[src/rtl/seq_restoring_divider.sv]
// Multi-cycle unsigned restoring divider with valid/ready handshakes on both sides.
// One trial subtraction per cycle, MSB first; divide-by-zero short-circuits to DONE.
module seq_restoring_divider #(
   parameter int WIDTH = 8
) (
   input  logic             clk,
   input  logic             rst_n,
   input  logic             in_valid,
   output logic             in_ready,
   input  logic [WIDTH-1:0] in_a,
   input  logic [WIDTH-1:0] in_b,
   output logic             out_valid,
   input  logic             out_ready,
   output logic [WIDTH-1:0] out_quot,
   output logic [WIDTH-1:0] out_rem,
   output logic             out_div0
);

   localparam int CW = $clog2(WIDTH);

   typedef enum logic [1:0] {
      IDLE,
      CALC,
      DONE
   } state_t;

   state_t state;
   state_t state_next;

   logic [CW-1:0]    counter;
   logic [WIDTH-1:0] quot_sr;
   logic [WIDTH-1:0] rem_sr;
   logic [WIDTH-1:0] divisor;
   logic             div0_flag;
   logic [WIDTH:0]   trial;

   // The stored remainder is always below the divisor, so its (WIDTH+1)th bit
   // is permanently zero and only the shifted-in trial word needs the extra bit.
   assign trial = {rem_sr, quot_sr[WIDTH-1]} + ~{1'b0, divisor} + {{WIDTH{1'b0}}, 1'b1};

   always_ff @(posedge clk or negedge rst_n) begin
      if (!rst_n) begin
         state <= IDLE;
      end else begin
         state <= state_next;
      end
   end

   always_comb begin
      state_next = state;
      case (state)
         IDLE: begin
            if (in_valid) begin
               state_next = (in_b == '0) ? DONE : CALC;
            end
         end
         CALC: begin
            if (counter == '0) begin
               state_next = DONE;
            end
         end
         DONE: begin
            if (out_valid && out_ready) begin
               state_next = IDLE;
            end
         end
         default: state_next = IDLE;
      endcase
   end

   always_comb begin
      in_ready = (state == IDLE);
   end

   // Result registers are loaded on the first DONE cycle and then held until consumed.
   always_ff @(posedge clk or negedge rst_n) begin
      if (!rst_n) begin
         counter   <= '0;
         quot_sr   <= '0;
         rem_sr    <= '0;
         divisor   <= '0;
         div0_flag <= 1'b0;
         out_valid <= 1'b0;
         out_quot  <= '0;
         out_rem   <= '0;
         out_div0  <= 1'b0;
      end else begin
         case (state)
            IDLE: begin
               if (in_valid) begin
                  divisor <= in_b;
                  if (in_b == '0) begin
                     quot_sr   <= '1;
                     rem_sr    <= in_a;
                     div0_flag <= 1'b1;
                  end else begin
                     quot_sr   <= in_a;
                     rem_sr    <= '0;
                     div0_flag <= 1'b0;
                     counter   <= CW'(WIDTH - 1);
                  end
               end
            end
            CALC: begin
               if (!trial[WIDTH]) begin
                  rem_sr  <= trial[WIDTH-1:0];
                  quot_sr <= {quot_sr[WIDTH-2:0], 1'b1};
               end else begin
                  rem_sr  <= {rem_sr[WIDTH-2:0], quot_sr[WIDTH-1]};
                  quot_sr <= {quot_sr[WIDTH-2:0], 1'b0};
               end
               counter <= counter - CW'(1);
            end
            DONE: begin
               if (!out_valid) begin
                  out_valid <= 1'b1;
                  out_quot  <= quot_sr;
                  out_rem   <= rem_sr;
                  out_div0  <= div0_flag;
               end else if (out_ready) begin
                  out_valid <= 1'b0;
               end
            end
            default: begin
               out_valid <= 1'b0;
            end
         endcase
      end
   end

endmodule

[config.mk]
export PLATFORM = sky130hd
export DESIGN_NAME = seq_restoring_divider
export DESIGN_NICKNAME = d
export VERILOG_FILES = /design/src/rtl/seq_restoring_divider.sv
export SDC_FILE = /design/constraint.sdc
export NUM_CORES = 1
export LEC_CHECK = 0
export BUFFER_PORTS_ARGS = -buffer_cell sky130_fd_sc_hd__buf_2
export CORE_AREA = 8 8 102 104
export DETAILED_ROUTE_END_ITERATION = 8
export DIE_AREA = 0 0 110 112
export PLACE_DENSITY_LB_ADDON = 0.08
export SKIP_LAST_GASP = 1
export SYNTH_ARGS = -nofsm -noshare
export SYNTH_HDL_FRONTEND = slang
export SYNTH_SLANG_ARGS = --single-unit
[constraint.sdc]
create_clock -name clk -period 2.9 [get_ports clk]
set_clock_uncertainty 0.1 [all_clocks]
set_input_delay 0.145 -clock clk [delete_from_list [all_inputs] [get_ports clk]]
set_output_delay 0.145 -clock clk [all_outputs]
set_load 0.005 [all_outputs]
==> impl_metrics.tcl, run 1 <==
set metrics [dict create \
    synth_area_leaders "dfrtp_1 (47%), mux2_2 (8.3%), ha_1 (4.9%), nand2_1 (4.8%), o21ai_0 (3.7%)" \
    syn2layout_area_growth_pct 22.9 \
    drtPass1Iterations 4 \
    reg2regPathDepth 10 \
    track_usage_pct 12.0 \
    hold_end "rem_sr[0]$_DFFE_PN0P_" \
    wl_met3_um 123 \
    io_buffers 38 \
    hp-class "input port to flip-flop" \
    worstPathRequired_ps 3020 \
    core_um2 8890 \
    ys_types 43 \
    layout.nets 337 \
    power_mw 4.05 \
    synth_seq_area_share_pct 46.6 \
    diodes 0 \
    leakagePower_nw 1.42 \
    die_area_um2 12300 \
    die_x_um 110 \
    hp-start "in_a[0]" \
    cts-root-buf "clkbuf_8" \
    grt_pass1_wl_um 11600 \
    layout-drive-gt1-share_pct 27.7 \
    clk_pin_slew_ps 100 \
    wire_per_inst_um 16.9 \
    syn-cell-area_um2 2580 \
    top_layer_used "met4" \
    status "finished clean" \
    peakVddDrop_mv 0.394 \
    gp_congestion 0.749 \
    cts_buffers 5 \
    yosys.area.top_type "dfrtp_1" \
    drtIter0Drc 53 \
    start_kind "flip-flop" \
    rows 35 \
    antenna_found_initial 0 \
    postLayoutCellArea_um2 3170 \
    path_max_fanout 5 \
    r2r-end "rem_sr[0]$_DFFE_PN0P_" \
    fin_crit_sh_pct 94.3 \
    routed_wl_um 7050 \
    post-route-util_pct 35.6 \
    drcViolationCount 0 \
    worstSetupEndpointType "flip-flop" \
    async_flop_share_pct 100 \
    ant_nets 0 \
    clkSinkCount 48 \
    drv_slew 0 \
    holdPathStages 3 \
    synth_top_area_share_pct 46.6 \
    place_area_um2 2930 \
    period_minus_slack_ps 2730 \
    finalHoldWorstSlack_ps 57.3 \
    avgSynthCellArea_um2 10.2 \
    vias_per_cell 4.89 \
    hold_viol 0 \
    start_util_pct 29.0 \
    ff2ff_setup_slack_ps 170 \
    worstSetupPathType "flip-flop to flip-flop" \
    synthFlopType "dfrtp_1" \
    synthCells 252 \
    dr_wl_met2_um 3460 \
    wl_met1_um 3430 \
    dp_hpwl_um 5180 \
    io_pins 39 \
    relSlewSlack_pct 54.8 \
    h-tree-depth 2 \
    fmax_ghz 0.366 \
    grt_max_degree 26 \
    clock_path_buffers 2 \
    vias 2044 \
    setup_viol 0 \
    reg2reg_from "quot_sr[7]$_DFFE_PN0P_" \
    yosysWarnings 0 \
    critPathArrivalTime_ps 2850 \
    ys_seq_elements 48 \
    maxCapViolations 0 \
    synth_edf_count 0 \
    cts_tree "yes" \
    syn_nets 283 \
    tightest_slew_ps 676 \
    power.density_nw_per_um2 1280 \
    first_global_vias 2145 \
    gr-total-overflow 0 \
    insertion_delay_ps 310 \
    die_h_um 112 \
]
area by class of cell:
type	instances	area, um2
multi-input combinational	179	1300
timing repair buffer	57	357
fill	933	5720
clock inverter	3	47.5
tap	111	139
sequential	48	1200
inverter	15	56.3
clock buffer	5	68.8
power breakdown:
part	internal (mW)	switching, mW	total (mW)
registers	0.997	0.265	1.26
logic	1.14	1.13	2.27
clock network	0.260	0.255	0.516
synthesized netlist by cell type, types with 2 or more instances:
| master | instances |
|---|---|
| dfrtp_1 | 48 |
| nand2_1 | 33 |
| mux2_2 | 19 |
| o21ai_0 | 19 |
| a21oi_1 | 15 |
| inv_1 | 14 |
| nor2_1 | 13 |
| nor2b_1 | 11 |
| ha_1 | 10 |
| clkbuf_1 | 9 |
| a221o_1 | 8 |
| mux2i_1 | 5 |
| o221ai_1 | 5 |
| nand2b_1 | 3 |
| nor4_1 | 3 |
| a211oi_1 | 2 |
| a21o_1 | 2 |
| mux2_4 | 2 |
| nand3_1 | 2 |
| nor3_1 | 2 |
| o21ai_1 | 2 |
| o221ai_2 | 2 |
| o22ai_1 | 2 |
| xnor2_1 | 2 |
cells by family (layout without fill, tap and decap cells):
kind of cell	Yosys count	count (layout)	share of synthesized area [%]
flip-flops	48	48	46.6
XOR/XNOR	3	3	1.02
multiplexers	26	26	11.4
adder cells (fa/ha/maj)	11	11	5.63
AND/OR/NAND/NOR	71	71	12.9
AO/OA/AOI/OAI	68	68	18.7
buffers and inverters	25	80	3.69
worst max path at each step:
stage                                start               endpoint
finish              quot_sr[7]$_DFFE_PN0P_  rem_sr[0]$_DFFE_PN0P_
global route        quot_sr[7]$_DFFE_PN0P_  rem_sr[0]$_DFFE_PN0P_
CTS                 quot_sr[7]$_DFFE_PN0P_  rem_sr[0]$_DFFE_PN0P_
detailed placement  quot_sr[7]$_DFFE_PN0P_  rem_sr[0]$_DFFE_PN0P_
global placement    quot_sr[7]$_DFFE_PN0P_  rem_sr[0]$_DFFE_PN0P_
floorplan           quot_sr[7]$_DFFE_PN0P_  rem_sr[0]$_DFFE_PN0P_
what timing repair did:
action                                  CTS  global route
endpoints found under the setup margin    0             2
hold buffers                              9             0
endpoints found under the hold margin    31             0
setup buffers                             0             1
gates resized for setup                   0             4
stage by stage:
step,instances,worst slack (ps),TNS [ps]
after detailed placement,399,173,0
after global placement,399,181,0
after global routing,418,-17.9,-27.0
final,418,166,0
after CTS,416,101,0
after floorplan,252,211,0
metal layers:
layer,vias to the layer above,global-route usage (%)
met5,-,0
met4,0,2.97
met3,2,2.37
met2,17,18.6
met1,1016,16.6
li1,1009,-
layout by cell type (no fill, tap or decap), types with 3 or more instances in the layout:
master	synthesis	final
nor2b_1	11	11
ha_1	10	10
buf_4	0	8
a221o_1	8	8
dfrtp_1	48	48
a21oi_1	15	15
nor4_1	3	3
inv_1	14	14
o221ai_1	5	5
o21ai_0	19	19
mux2_2	19	19
clkbuf_8	0	5
dlygate4sd3_1	0	9
nor2_1	13	13
nand2_1	33	33
buf_2	1	39
mux2i_1	5	5
worst max-delay path, cell delays in order, from the launching register on:
cell	delay, ps
dfrtp_1	380
inv_1	80
ha_1	220
fa_1	400
nand2b_2	230
a211oi_4	310
nor4b_2	110
a211oi_4	200
buf_6	170
mux2_4	300
o221ai_2	150
sequential cells by signal, indices dropped and copies added (netlist names):
register and cells:
divisor 8, out_div0 1, rem_sr 8, out_rem 8
quot_sr 8, out_quot 8, counter 3, state 2
out_valid 1, div0_flag 1
Power figures use the tool's default switching activity.
==> run 2: changes to the inputs <==
Settings changed: CORE_AREA 8 8 102 104 to 8 8 77 79, DIE_AREA 0 0 110 112 to 0 0 85 87.
==> run 2 against run 1 <==
  * Sequential share of layout area rose by 0.97 points
  * Via count rose by 0.29%
  * Critical path depth is the same
  * Final cell count decreased by 14%
  * Sequential power about the same
  * Hold slack got worse by 9.1 ps
  * Critical path type unchanged
  * Largest cell class unchanged
==> impl_metrics.tcl, run 2 (same netlist as run 1, synthesis figures left out) <==
set metrics [dict create \
    post-route-util_pct 63.7 \
    syn2layout_area_growth_pct 19.8 \
    place_area_um2 2860 \
    drv_slew 0 \
    insertion_delay_ps 300 \
    start_kind "flip-flop" \
    tightest_slew_ps 687 \
    die_x_um 85 \
    layout-drive-gt1-share_pct 26.3 \
    period_minus_slack_ps 2730 \
    place_inst 343 \
    mostFrequentLayoutCell "dfrtp_1" \
    critPathArrivalTime_ps 2860 \
    ant_nets 0 \
    routed_wl_um 6190 \
    h-tree-depth 2 \
    drtPass1Iterations 4 \
    cts_tree "yes" \
    peakVddDrop_mv 0.535 \
    postLayoutCellArea_um2 3090 \
    fmax_ghz 0.366 \
    path_max_fanout 10 \
    core_um2 4850 \
    track_usage_pct 18.0 \
    gr-total-overflow 0 \
    grt_pass1_wl_um 10600 \
    wire_per_inst_um 17.2 \
    leakagePower_nw 1.41 \
    worstSetupEndpointType "flip-flop" \
    layout_common_cells "dfrtp_1 (48), buf_2 (38), nand2_1 (33)" \
    antenna_found_initial 0 \
    setup_slack_ps 167 \
    status "finished clean" \
    rows 26 \
    start_util_pct 53.1 \
    post_cts_buffers 0 \
    die_area_um2 7400 \
    drcViolationCount 0 \
    gp_congestion 0.793 \
    diodes 0 \
    drtIter0Drc 99 \
    worstSetupPathType "flip-flop to flip-flop" \
    final_cells 360 \
    die_h_um 87 \
    hp-class "input port to flip-flop" \
    layout.nets 334 \
    vias_per_cell 5.69 \
    cts-root-buf "clkbuf_8" \
    dp_hpwl_um 4480 \
    io_pins 39 \
    fin_crit_sh_pct 94.3 \
    rsz0062_at_grt "no" \
    setup_viol 0 \
    grt_max_degree 32 \
    hold_viol 0 \
    clock_path_buffers 2 \
    power.density_nw_per_um2 1310 \
    nFillCells 424 \
    io_buffers 38 \
    tns_ps 0 \
    clkSinkCount 48 \
    cts_buffers 5 \
    relSlewSlack_pct 54.2 \
    first_global_vias 2127 \
    place_ws_ps 179 \
    vias 2050 \
    worstPathRequired_ps 3030 \
    maxCapViolations 0 \
    clk_pin_slew_ps 90 \
]
run 2: cell types whose count changed in the layout (fill, tap and decap cells not counted), sizes merged:
cell    before  now
buf         48   45
clkbuf       5    7
clkinv       3    1
run 2: layer usage:
metal,GRT usage [%],wire [um],vias to the layer above
met1,22.9,2900,999
met5,0,0,-
met3,3.87,173,9
met4,4.69,72,0
met2,30.0,3050,36
li1,-,-,1006
run 2: worst paths after layout:
check                                  startpoint  cells past startpoint  slack [ps]                     end
min in group asynchronous                   rst_n                      2         310  out_rem[2]$_DFFE_PN0P_
hold / removal                            in_a[0]                      3          50   rem_sr[0]$_DFFE_PN0P_
setup / recovery           quot_sr[7]$_DFFE_PN0P_                     10         170   rem_sr[1]$_DFFE_PN0P_
hold reg to reg            counter[0]$_DFFE_PN0P_                      1         400  counter[0]$_DFFE_PN0P_
max in group asynchronous                   rst_n                      3        1670  divisor[4]$_DFFE_PN0P_
setup reg to reg           quot_sr[7]$_DFFE_PN0P_                     10         170   rem_sr[1]$_DFFE_PN0P_
run 2: final cells by class:
class	instances	area, um2	area share [%]
clock inverters	1	30.0	0.973
well taps	56	70.1	2.27
multi-input cells	179	1290	41.7
repair buffers	54	345	11.2
inverters	15	56.3	1.82
clock buffers	7	96.3	3.12
flip-flops and latches	48	1200	38.9
run 2: repair_timing:
item | 4_1_cts | 5_1_grt
hold buffers | 8 | 1
hold endpoints to repair | 37 | 1
gates resized for setup | 0 | 1
setup endpoints to repair | 0 | 2
run 2: worst max-delay path: stages, from the launching register on:
cell and delay, ps:
dfrtp_1 380, inv_1 80, ha_1 230, fa_1 400
nand2b_1 230, a211oi_4 280, nor4b_1 120, a211oi_4 220
buf_12 170, mux2_4 300, o221ai_2 150
run 2: power breakdown:
part	switching [mW]	internal, mW
clock	0.224	0.304
sequential	0.254	0.997
combinational	1.12	1.13
total	1.59	2.44
run 2: through the flow:
stage | power, mW | hold slack [ps]
3_5_place_dp | 3.47 | 142
5_1_grt | 4.37 | 54.7
6_report | 4.03 | 48.2
4_1_cts | 4.02 | 11.1
2_1_floorplan | 2.83 | -251
3_3_place_gp | 3.45 | 133
==> run 3: changes to the inputs <==
Settings changed: CORE_AREA 8 8 77 79 to 8 8 86 88, DIE_AREA 0 0 85 87 to 0 0 94 96, GPL_ROUTABILITY_DRIVEN from default to 0.
==> run 3 against run 2 <==
  * Fmax rose by 4.4%
  * Worst setup slack improved by 120 ps
  * Register-to-register slack improved by 120 ps
  * Sequential power barely moved
  * Total power fell by 2.8%
  * Hold slack got worse by 34 ps
  * Sequential share of layout area fell by 0.063 points
  * Combinational power barely moved
  * Global-route usage fell by 2.5 points
  * Final cell count rose by 6.7%
  * Critical endpoint is now rem_sr[0]$_DFFE_PN0P_
==> impl_metrics.tcl, run 3 (same netlist as run 1, synthesis figures left out) <==
set metrics [dict create \
    rows 29 \
    wl_met1_um 3040 \
    finalHoldWorstSlack_ps 13.8 \
    hp-class "input port to flip-flop" \
    grt_pass1_wl_um 10900 \
    start_util_pct 42.3 \
    worstSetupPathType "flip-flop to flip-flop" \
    leakagePower_nw 1.41 \
    io_buffers 38 \
    cts-root-buf "clkbuf_8" \
    critPathArrivalTime_ps 2740 \
    worstPathRequired_ps 3020 \
    holdPathStages 2 \
    place_inst 368 \
    top_layer_used "met4" \
    fmax_ghz 0.382 \
    period_minus_slack_ps 2620 \
    cpPeakStageDelay_ps 390 \
    setup_slack_ps 282 \
    path_buf_inv 2 \
    status "finished clean" \
    routed_wl_um 6490 \
    antenna_found_initial 0 \
    worstSetupEndpointType "flip-flop" \
    die_x_um 94 \
    h-tree-depth 2 \
    insertion_delay_ps 300 \
    syn2layout_area_growth_pct 20.0 \
    drv_slew 0 \
    ctsHoldBuffers 8 \
    rsz0062_at_grt "no" \
    clkSinkCount 48 \
    io_pins 39 \
    dr_wl_met2_um 3160 \
    clk_pin_slew_ps 90 \
    place_area_um2 2920 \
    mostFrequentLayoutCell "dfrtp_1" \
    wire_per_inst_um 16.9 \
    wl_met3_um 222 \
    vias 2067 \
    postLayoutCellArea_um2 3090 \
    nFillCells 587 \
    clock_path_buffers 2 \
    slowest_stage "fa_1" \
    dp_hpwl_um 4770 \
    diodes 0 \
    path_max_fanout 10 \
    cts_tree "yes" \
    fin_crit_sh_pct 90.3 \
    drtIter0Drc 66 \
    die_area_um2 9020 \
    tns_ps 0 \
    layout_common_cells "dfrtp_1 (48), buf_2 (38), nand2_1 (33)" \
    drcViolationCount 0 \
    final_cells 384 \
    track_usage_pct 15.5 \
    cp_cell_sequence "inv_1, ha_1, fa_1, nand2b_1, a211oi_2, nor4b_1, a211oi_4, buf_12, mux2_4, o221ai_2" \
    ant_nets 0 \
    tightest_slew_ps 718 \
    relSlewSlack_pct 51.8 \
    layout.nets 337 \
    reg2regPathDepth 10 \
    core_um2 6100 \
    peakVddDrop_mv 0.572 \
    critPathTopFamily "adder cells" \
    setup_viol 0 \
    drtPass1Iterations 4 \
    hold_viol 0 \
    gr-total-overflow 0 \
    post_cts_buffers 0 \
    postCtsResizedCells 0 \
    maxCapViolations 0 \
    place_ws_ps 289 \
    grt_max_degree 27 \
    layout-drive-gt1-share_pct 27.4 \
    die_h_um 96 \
    path_depth 10 \
    power.density_nw_per_um2 1270 \
    vias_per_cell 5.38 \
    start_kind "flip-flop" \
    first_global_vias 2207 \
    cts_buffers 5 \
]
[run 3: per-stage QoR]
| stage | utilization [%] | power (mW) |
|---|---|---|
| floorplan | - | 2.83 |
| global placement | 47.9 | 3.48 |
| detailed placement | 47.9 | 3.51 |
| CTS | 50.7 | 3.95 |
| global route | 50.7 | 4.28 |
| finish | 50.7 | 3.92 |
[run 3: routing by layer]
| layer | track usage (%) | vias to the layer above |
|---|---|---|
| met3 | 3.43 | 7 |
| met1 | 18.6 | 1004 |
| met2 | 27.1 | 41 |
| met5 | 0 | - |
| li1 | - | 1015 |
| met4 | 4.36 | 0 |
[run 3: power breakdown]
group,switching (mW),internal (mW)
clock network,0.228,0.191
logic,1.11,1.15
registers,0.246,0.997
total,1.58,2.34
[run 3: worst register-to-register path: stages, from the launching register on]
cell,delay (ps)
dfrtp_1,370
inv_1,80
ha_1,230
fa_1,390
nand2b_1,210
a211oi_2,220
nor4b_1,110
a211oi_4,210
buf_12,170
mux2_4,310
o221ai_2,150
[run 3: worst paths after layout]
| path | start | to | slack [ps] |
|---|---|---|---|
| max | quot_sr[7]$_DFFE_PN0P_ | rem_sr[0]$_DFFE_PN0P_ | 280 |
| min | in_b[0] | divisor[0]$_DFFE_PN0P_ | 10 |
| max reg2reg | quot_sr[7]$_DFFE_PN0P_ | rem_sr[0]$_DFFE_PN0P_ | 280 |
| min reg2reg | out_quot[6]$_DFFE_PN0P_ | out_quot[6]$_DFFE_PN0P_ | 410 |
| max in group asynchronous | rst_n | rem_sr[2]$_DFFE_PN0P_ | 1680 |
| min in group asynchronous | rst_n | out_rem[5]$_DFFE_PN0P_ | 290 |
[run 3: cell type report]
cell class                 instances  area, um2  area share [%]
clock inverter                     2       10.0           0.324
tap                               77       96.3            3.12
sequential                        48       1200            38.9
timing repair buffer              57        365            11.8
inverter                          15       56.3            1.82
multi-input combinational        179       1280            41.4
clock buffer                       6       82.6            2.67
